File: config.mk
export PLATFORM = sky130hd
export DESIGN_NAME = cam_host_ctrl_flat
export DESIGN_NICKNAME = d
export VERILOG_FILES = /design/src/rtl/cam_host_ctrl_if.sv /design/src/rtl/cam_host_ctrl.sv /design/src/flat_wrapper.sv
export SDC_FILE = /design/constraint.sdc
export NUM_CORES = 1
export LEC_CHECK = 0
export BUFFER_PORTS_ARGS = -buffer_cell sky130_fd_sc_hd__buf_2
export CAP_MARGIN = 20
export CORE_MARGIN = 4
export CORE_UTILIZATION = 30
export CTS_CLUSTER_DIAMETER = 120
export DETAILED_ROUTE_END_ITERATION = 10
export PLACE_DENSITY_LB_ADDON = 0.25
export SYNTH_ARGS = -nofsm -noshare
export SYNTH_HDL_FRONTEND = slang
export SYNTH_SLANG_ARGS = --single-unit
File: constraint.sdc
create_clock -name clk -period 1.79 [get_ports clk]
set_input_delay 0.358 -clock clk [delete_from_list [all_inputs] [get_ports clk]]
set_output_delay 0.358 -clock clk [all_outputs]
set_load 0.01 [all_outputs]
File: src/rtl/cam_host_ctrl_if.sv
// Host command/response and CAM-side signal bundle for cam_host_ctrl.
// The slave modport is the controller; master is the host/CAM environment.
interface cam_host_ctrl_if #(
  parameter int CAM_DW = 32,
  parameter int CAM_MW = 3,
  parameter int CAM_AW = 8
);
  logic              cmd_valid;
  logic              cmd_ready;
  logic [1:0]        cmd_op;
  logic [CAM_DW-1:0] cmd_data;
  logic [CAM_AW-1:0] cmd_addr;
  logic              rsp_valid;
  logic              rsp_ready;
  logic              rsp_hit;
  logic [CAM_AW-1:0] rsp_addr;
  logic [CAM_DW-1:0] rsp_data;
  logic [CAM_DW-1:0] cam_data_in;
  logic              cam_input_valid;
  logic [CAM_AW-1:0] cam_addr_in;
  logic [CAM_MW-1:0] cam_mask_in;
  logic [CAM_MW-1:0] cam_mask_strb;
  logic              cam_mask_en;
  logic [CAM_DW-1:0] cam_data_out;
  logic [CAM_AW-1:0] cam_addr_out;
  logic              cam_hit;
  logic              cam_data_ready;
  logic              cam_data_valid;

  modport slave (
    input  cmd_valid, cmd_op, cmd_data, cmd_addr, rsp_ready,
           cam_data_out, cam_addr_out, cam_hit, cam_data_ready,
    output cmd_ready, rsp_valid, rsp_hit, rsp_addr, rsp_data,
           cam_data_in, cam_input_valid, cam_addr_in, cam_mask_in,
           cam_mask_strb, cam_mask_en, cam_data_valid
  );

  modport master (
    output cmd_valid, cmd_op, cmd_data, cmd_addr, rsp_ready,
           cam_data_out, cam_addr_out, cam_hit, cam_data_ready,
    input  cmd_ready, rsp_valid, rsp_hit, rsp_addr, rsp_data,
           cam_data_in, cam_input_valid, cam_addr_in, cam_mask_in,
           cam_mask_strb, cam_mask_en, cam_data_valid
  );
endinterface

File: src/rtl/cam_host_ctrl.sv
// Host-side controller for a CAM: sequences writes, mask updates and
// searches, and returns search hits (or timeout misses) over a valid/ready port.
module cam_host_ctrl #(
  parameter int CAM_DW  = 32,
  parameter int CAM_MW  = 3,
  parameter int CAM_AW  = 8,
  parameter int TIMEOUT = 16
) (
  input logic            clk,
  input logic            rst,
  cam_host_ctrl_if.slave bus
);
  localparam logic [1:0] OP_WRITE  = 2'b00;
  localparam logic [1:0] OP_SETM   = 2'b01;
  localparam logic [1:0] OP_SEARCH = 2'b10;
  localparam logic [1:0] OP_CLRM   = 2'b11;
  localparam logic [7:0] CNT_LAST  = 8'(TIMEOUT - 1);

  typedef enum logic [2:0] {S_IDLE, S_WRITE, S_SEARCH, S_CAPTURE, S_RESP} state_t;

  state_t            r_state, w_next;
  logic [7:0]        r_cnt;
  logic [CAM_DW-1:0] r_cam_data;
  logic [CAM_AW-1:0] r_cam_addr;
  logic [CAM_MW-1:0] r_mask, r_strb;
  logic              r_mask_en;
  logic              r_rsp_hit;
  logic [CAM_AW-1:0] r_rsp_addr;
  logic [CAM_DW-1:0] r_rsp_data;

  logic w_accept, w_busy, w_tmo, w_cap;

  assign w_accept = bus.cmd_valid && (r_state == S_IDLE);
  assign w_busy   = (r_state == S_SEARCH) || (r_state == S_CAPTURE);
  assign w_tmo    = w_busy && (r_cnt == CNT_LAST);
  assign w_cap    = (r_state == S_CAPTURE) && bus.cam_data_ready;

  always_ff @(posedge clk) begin
    if (rst) r_state <= S_IDLE;
    else     r_state <= w_next;
  end

  // A capture landing on the timeout cycle wins over the miss.
  always_comb begin
    w_next = r_state;
    case (r_state)
      S_IDLE: begin
        if (w_accept && bus.cmd_op == OP_WRITE)  w_next = S_WRITE;
        if (w_accept && bus.cmd_op == OP_SEARCH) w_next = S_SEARCH;
      end
      S_WRITE:   w_next = S_IDLE;
      S_SEARCH: begin
        if (w_tmo)            w_next = S_RESP;
        else if (bus.cam_hit) w_next = S_CAPTURE;
      end
      S_CAPTURE: if (w_cap || w_tmo) w_next = S_RESP;
      S_RESP:    if (bus.rsp_ready) w_next = S_IDLE;
      default:   w_next = S_IDLE;
    endcase
  end

  always_ff @(posedge clk) begin
    if (rst) begin
      r_cnt      <= '0;
      r_cam_data <= '0;
      r_cam_addr <= '0;
      r_mask     <= '0;
      r_strb     <= '0;
      r_mask_en  <= 1'b0;
      r_rsp_hit  <= 1'b0;
      r_rsp_addr <= '0;
      r_rsp_data <= '0;
    end else begin
      if (w_busy) r_cnt <= r_cnt + 8'd1;
      if (w_accept) begin
        case (bus.cmd_op)
          OP_WRITE: begin
            r_cam_addr <= bus.cmd_addr;
            r_cam_data <= bus.cmd_data;
          end
          OP_SETM: begin
            r_mask    <= bus.cmd_data[CAM_MW-1:0];
            r_strb    <= bus.cmd_data[2*CAM_MW-1:CAM_MW];
            r_mask_en <= 1'b1;
          end
          OP_SEARCH: begin
            r_cam_data <= bus.cmd_data;
            r_cnt      <= '0;
          end
          OP_CLRM:  r_mask_en <= 1'b0;
          default: ;
        endcase
      end
      if (w_cap) begin
        r_rsp_hit  <= 1'b1;
        r_rsp_addr <= bus.cam_addr_out;
        r_rsp_data <= bus.cam_data_out;
      end else if (w_tmo) begin
        r_rsp_hit  <= 1'b0;
        r_rsp_addr <= '0;
        r_rsp_data <= '0;
      end
    end
  end

  assign bus.cmd_ready       = (r_state == S_IDLE);
  assign bus.cam_input_valid = (r_state == S_WRITE);
  assign bus.cam_data_valid  = w_cap;
  assign bus.rsp_valid       = (r_state == S_RESP);
  assign bus.rsp_hit         = r_rsp_hit;
  assign bus.rsp_addr        = r_rsp_addr;
  assign bus.rsp_data        = r_rsp_data;
  assign bus.cam_data_in     = r_cam_data;
  assign bus.cam_addr_in     = r_cam_addr;
  assign bus.cam_mask_in     = r_mask;
  assign bus.cam_mask_strb   = r_strb;
  assign bus.cam_mask_en     = r_mask_en;
endmodule

File: src/flat_wrapper.sv
// flat-port wrapper written by rule: the top's interface ports become plain ports
module cam_host_ctrl_flat 
#(
  parameter int CAM_DW  = 32,
  parameter int CAM_MW  = 3,
  parameter int CAM_AW  = 8,
  parameter int TIMEOUT = 16
)
  (clk, rst, bus_cmd_valid, bus_cmd_op, bus_cmd_data, bus_cmd_addr, bus_rsp_ready, bus_cam_data_out, bus_cam_addr_out, bus_cam_hit, bus_cam_data_ready, bus_cmd_ready, bus_rsp_valid, bus_rsp_hit, bus_rsp_addr, bus_rsp_data, bus_cam_data_in, bus_cam_input_valid, bus_cam_addr_in, bus_cam_mask_in, bus_cam_mask_strb, bus_cam_mask_en, bus_cam_data_valid);
  cam_host_ctrl_if #(.CAM_DW(CAM_DW), .CAM_MW(CAM_MW), .CAM_AW(CAM_AW)) bus_i ();
  input logic clk;
  input logic rst;
  input wire logic [$bits(bus_i.cmd_valid)-1:0] bus_cmd_valid;
  input wire logic [$bits(bus_i.cmd_op)-1:0] bus_cmd_op;
  input wire logic [$bits(bus_i.cmd_data)-1:0] bus_cmd_data;
  input wire logic [$bits(bus_i.cmd_addr)-1:0] bus_cmd_addr;
  input wire logic [$bits(bus_i.rsp_ready)-1:0] bus_rsp_ready;
  input wire logic [$bits(bus_i.cam_data_out)-1:0] bus_cam_data_out;
  input wire logic [$bits(bus_i.cam_addr_out)-1:0] bus_cam_addr_out;
  input wire logic [$bits(bus_i.cam_hit)-1:0] bus_cam_hit;
  input wire logic [$bits(bus_i.cam_data_ready)-1:0] bus_cam_data_ready;
  output wire logic [$bits(bus_i.cmd_ready)-1:0] bus_cmd_ready;
  output wire logic [$bits(bus_i.rsp_valid)-1:0] bus_rsp_valid;
  output wire logic [$bits(bus_i.rsp_hit)-1:0] bus_rsp_hit;
  output wire logic [$bits(bus_i.rsp_addr)-1:0] bus_rsp_addr;
  output wire logic [$bits(bus_i.rsp_data)-1:0] bus_rsp_data;
  output wire logic [$bits(bus_i.cam_data_in)-1:0] bus_cam_data_in;
  output wire logic [$bits(bus_i.cam_input_valid)-1:0] bus_cam_input_valid;
  output wire logic [$bits(bus_i.cam_addr_in)-1:0] bus_cam_addr_in;
  output wire logic [$bits(bus_i.cam_mask_in)-1:0] bus_cam_mask_in;
  output wire logic [$bits(bus_i.cam_mask_strb)-1:0] bus_cam_mask_strb;
  output wire logic [$bits(bus_i.cam_mask_en)-1:0] bus_cam_mask_en;
  output wire logic [$bits(bus_i.cam_data_valid)-1:0] bus_cam_data_valid;
  assign bus_i.cmd_valid = bus_cmd_valid;
  assign bus_i.cmd_op = bus_cmd_op;
  assign bus_i.cmd_data = bus_cmd_data;
  assign bus_i.cmd_addr = bus_cmd_addr;
  assign bus_i.rsp_ready = bus_rsp_ready;
  assign bus_i.cam_data_out = bus_cam_data_out;
  assign bus_i.cam_addr_out = bus_cam_addr_out;
  assign bus_i.cam_hit = bus_cam_hit;
  assign bus_i.cam_data_ready = bus_cam_data_ready;
  assign bus_cmd_ready = bus_i.cmd_ready;
  assign bus_rsp_valid = bus_i.rsp_valid;
  assign bus_rsp_hit = bus_i.rsp_hit;
  assign bus_rsp_addr = bus_i.rsp_addr;
  assign bus_rsp_data = bus_i.rsp_data;
  assign bus_cam_data_in = bus_i.cam_data_in;
  assign bus_cam_input_valid = bus_i.cam_input_valid;
  assign bus_cam_addr_in = bus_i.cam_addr_in;
  assign bus_cam_mask_in = bus_i.cam_mask_in;
  assign bus_cam_mask_strb = bus_i.cam_mask_strb;
  assign bus_cam_mask_en = bus_i.cam_mask_en;
  assign bus_cam_data_valid = bus_i.cam_data_valid;
  cam_host_ctrl #(.CAM_DW(CAM_DW), .CAM_MW(CAM_MW), .CAM_AW(CAM_AW), .TIMEOUT(TIMEOUT)) u_core (.clk(clk), .rst(rst), .bus(bus_i));
endmodule
==> out/metrics.cfg <==
[routing]
ant_nets = 0
drc = 0
vias_per_cell = 5.125
firstDrtPassIters = 4
via_count = 4433
drt_iter0_markers = 319
post_drt_wl_per_cell_um = 15.65
postRouteWirelength_mm = 13.54

[grt]
grt_usage_pct = 15.92
grt_pass1_wl_mm = 21.45
grt_max_degree = 45
grt.overflow.total = 0
grt_pass1_vias = 4341
antenna_found_initial = 1

[critical_path]
path_cells = or4_4 -> or2_4 -> clkbuf_16 -> a221o_1
worstSetupPathType = reg2reg
worstSetupEndpointType = flip-flop
critPathRequiredTime_ns = 2.01
crit_slowest_cell = or4_4
cp_max_fo = 20
worstPathArrival_ns = 1.98
start_kind = flip-flop
slowest_delay_ns = 0.52

[sta]
relSlewSlack_pct = 75.63
tightestPinTransition_ns = 0.3656
max_clock_freq_mhz = 568.4
hold_violations = 0
setup_slack_ns = 0.03079
grt_setup_unrepaired = true
final_max_slew_viol_count = 0
clock_skew_ns = 0.003437
final.min_clock_period_ns = 1.759
period_share_pct = 98.28
setup_violations = 0

[power]
power_mw = 4.769
peakVddDrop_v = 0.0004284
leakage_nw = 2.721
pwr_density_cell_mw_per_mm2 = 815.9

[clock_network]
clk_latency_ns = 0.34
htreeDepth = 3
cts_made_buffers = 9
clock-sinks = 99
clk_pin_slew_ns = 0.07
cts_tree = yes
cts_root_buf = clkbuf_16
clk_path_buf_depth = 2

[die]
die-height_um = 128.6
rows = 43
die_x_um = 128.6
coreArea_mm2 = 0.01404
initial_core_util_pct = 31.06
die_area_mm2 = 0.01653
ios = 180

[synth]
syn-cell-area_mm2 = 0.004362
asyncSetResetFlopFracSynth_pct = 0
syn_nets = 604
synth_warnings = 0
synthCells = 515
synth_area_per_cell_um2 = 8.469
synth-edff-count = 0
ys_ff_latch = 99
synth-main-ff-cell = dfxtp_1
synth-seq-area-share_pct = 45.44
synth_cell_type_count = 41

[cells_and_area]
final_common_cell = buf_2
areaGrowthSynthToFinish_pct = 34.02
n_antenna_cell = 0
final_cell_mix = 179 x buf_2, 97 x dfxtp_1, 83 x nor2_1
final_nets = 769
drive_gt1_share_pct = 34.01
final_util_pct = 41.63
nFillCells = 1442

[placement]
place.port_buffers = 179
gp_congestion = 0.7440
hpwlAfterDp_mm = 9.435
place_ws_ns = 0.01323

[status]
status = finished, final reports clean

[min_path]
hp-class = in2reg

[flow_run]
max_cap_viol_count = 0

==> logic make-up (layout without fill, tap and decap cells) <==
family	count (synthesis)	after routing	synth area share, %
AO/OA/AOI/OAI	144	144	22.32
XOR/XNOR	2	2	0.4017
adder cells (fa/ha/maj)	1	1	0.2868
buffers and inverters	54	224	5.565
flip-flops	99	99	45.44
multiplexers	6	6	1.377
AND/OR/NAND/NOR	209	209	24.61
==> synth_stat cells (all sizes together), types with 2 or more instances <==
cell type	n	area, um2
nand4b	8	70.07
nand3	35	175.2
nand4	2	12.51
or4	3	26.27
or3	5	32.53
o21ai	36	180.2
clkbuf	43	161.4
buf	8	70.06
nor2	83	311.6
a21oi	49	245.2
nand2b	54	337.8
and2	2	12.51
nand2	7	26.28
nor2b	3	18.77
inv	2	7.510
dfxtp	99	1982
a221o	40	402.9
mux2i	6	60.06
a31o	2	17.52
o31ai	11	82.58
nor3	3	20.02
==> layout make-up <==
| type | count | area, um2 | share of cell area [%] |
|---|---|---|---|
| Clock inverter | 1 | 7.507 | 0.1284 |
| Timing Repair Buffer | 205 | 1184 | 20.25 |
| Inverter | 3 | 12.51 | 0.2140 |
| Tap cell | 180 | 225.2 | 3.853 |
| Clock buffer | 15 | 267.8 | 4.580 |
| Sequential cell | 99 | 1984 | 33.95 |
| Multi-Input combinational cell | 362 | 2165 | 37.03 |
==> final timing paths <==
kind	from	end	slack, ns	cells past startpoint
max	u_core.r_cnt[4]	u_core.bus.rsp_data[28]	0.03	4
min	bus_cam_data_out[17]	u_core.bus.rsp_data[17]	0.24	2
max reg2reg	u_core.r_cnt[4]	u_core.bus.rsp_data[28]	0.03	4
min reg2reg	u_core.bus.cam_addr_in[5]	u_core.bus.cam_addr_in[5]	0.47	2
==> power breakdown <==
part | internal [mW] | leakage [nW] | switching [mW]
logic | 0.269 | 1.79 | 0.340
registers | 2.28 | 0.803 | 0.0426
clock network | 1.02 | 0.130 | 0.813
total | 3.57 | 2.72 | 1.19
==> sequential cells by signal, indices dropped and copies added (netlist names) <==
| register | cells |
|---|---|
| u_core.bus.cam_addr_in | 8 |
| u_core.bus.cam_data_in | 32 |
| u_core.bus.cam_mask_en | 1 |
| u_core.bus.cam_mask_in | 3 |
| u_core.bus.cam_mask_strb | 3 |
| u_core.bus.rsp_addr | 8 |
| u_core.bus.rsp_data | 32 |
| u_core.bus.rsp_hit | 1 |
| u_core.r_cnt | 8 |
| u_core.r_state | 3 |
==> critical path: cells and delay by family (launching register included) <==
kind	cells	cell delay (ns)
AOI/OAI and AO/OA	1	0.33
buffers and inverters	1	0.20
DFF	1	0.32
and+or+nand+nor	2	0.79
==> layer usage <==
layer / up-vias / GRT usage [%] / part of all wire, %
met1: 2110 / 20.22 / 43
met2: 138 / 26.69 / 49
met4: 2 / 5.683 / 1.8
met3: 19 / 3.445 / 6.2
li1: 2164 / - / -
met5: - / 0 / 0.096
==> what timing repair did <==
action                     4_1_cts  5_1_grt
hold buffers                     0        0
buffers inserted                 0        0
cloned                           0        1
resized for setup                2        3
setup endpoints to repair        1       25
pin swaps                        0        3
==> stage by stage <==
| step | area [um2] | setup TNS [ns] | hold slack (ns) | std cells |
|---|---|---|---|---|
| 2_1_floorplan | 4362 | 0 | 0.4522 | 515 |
| 3_3_place_gp | 5534 | 0 | 0.4546 | 848 |
| 3_5_place_dp | 5534 | 0 | 0.4642 | 848 |
| 4_1_cts | 5816 | 0 | 0.2246 | 864 |
| 5_1_grt | 5846 | -0.001324 | 0.2253 | 865 |
| 6_report | 5846 | 0 | 0.2416 | 865 |
Note: power is estimated with default switching activity, not from simulation.
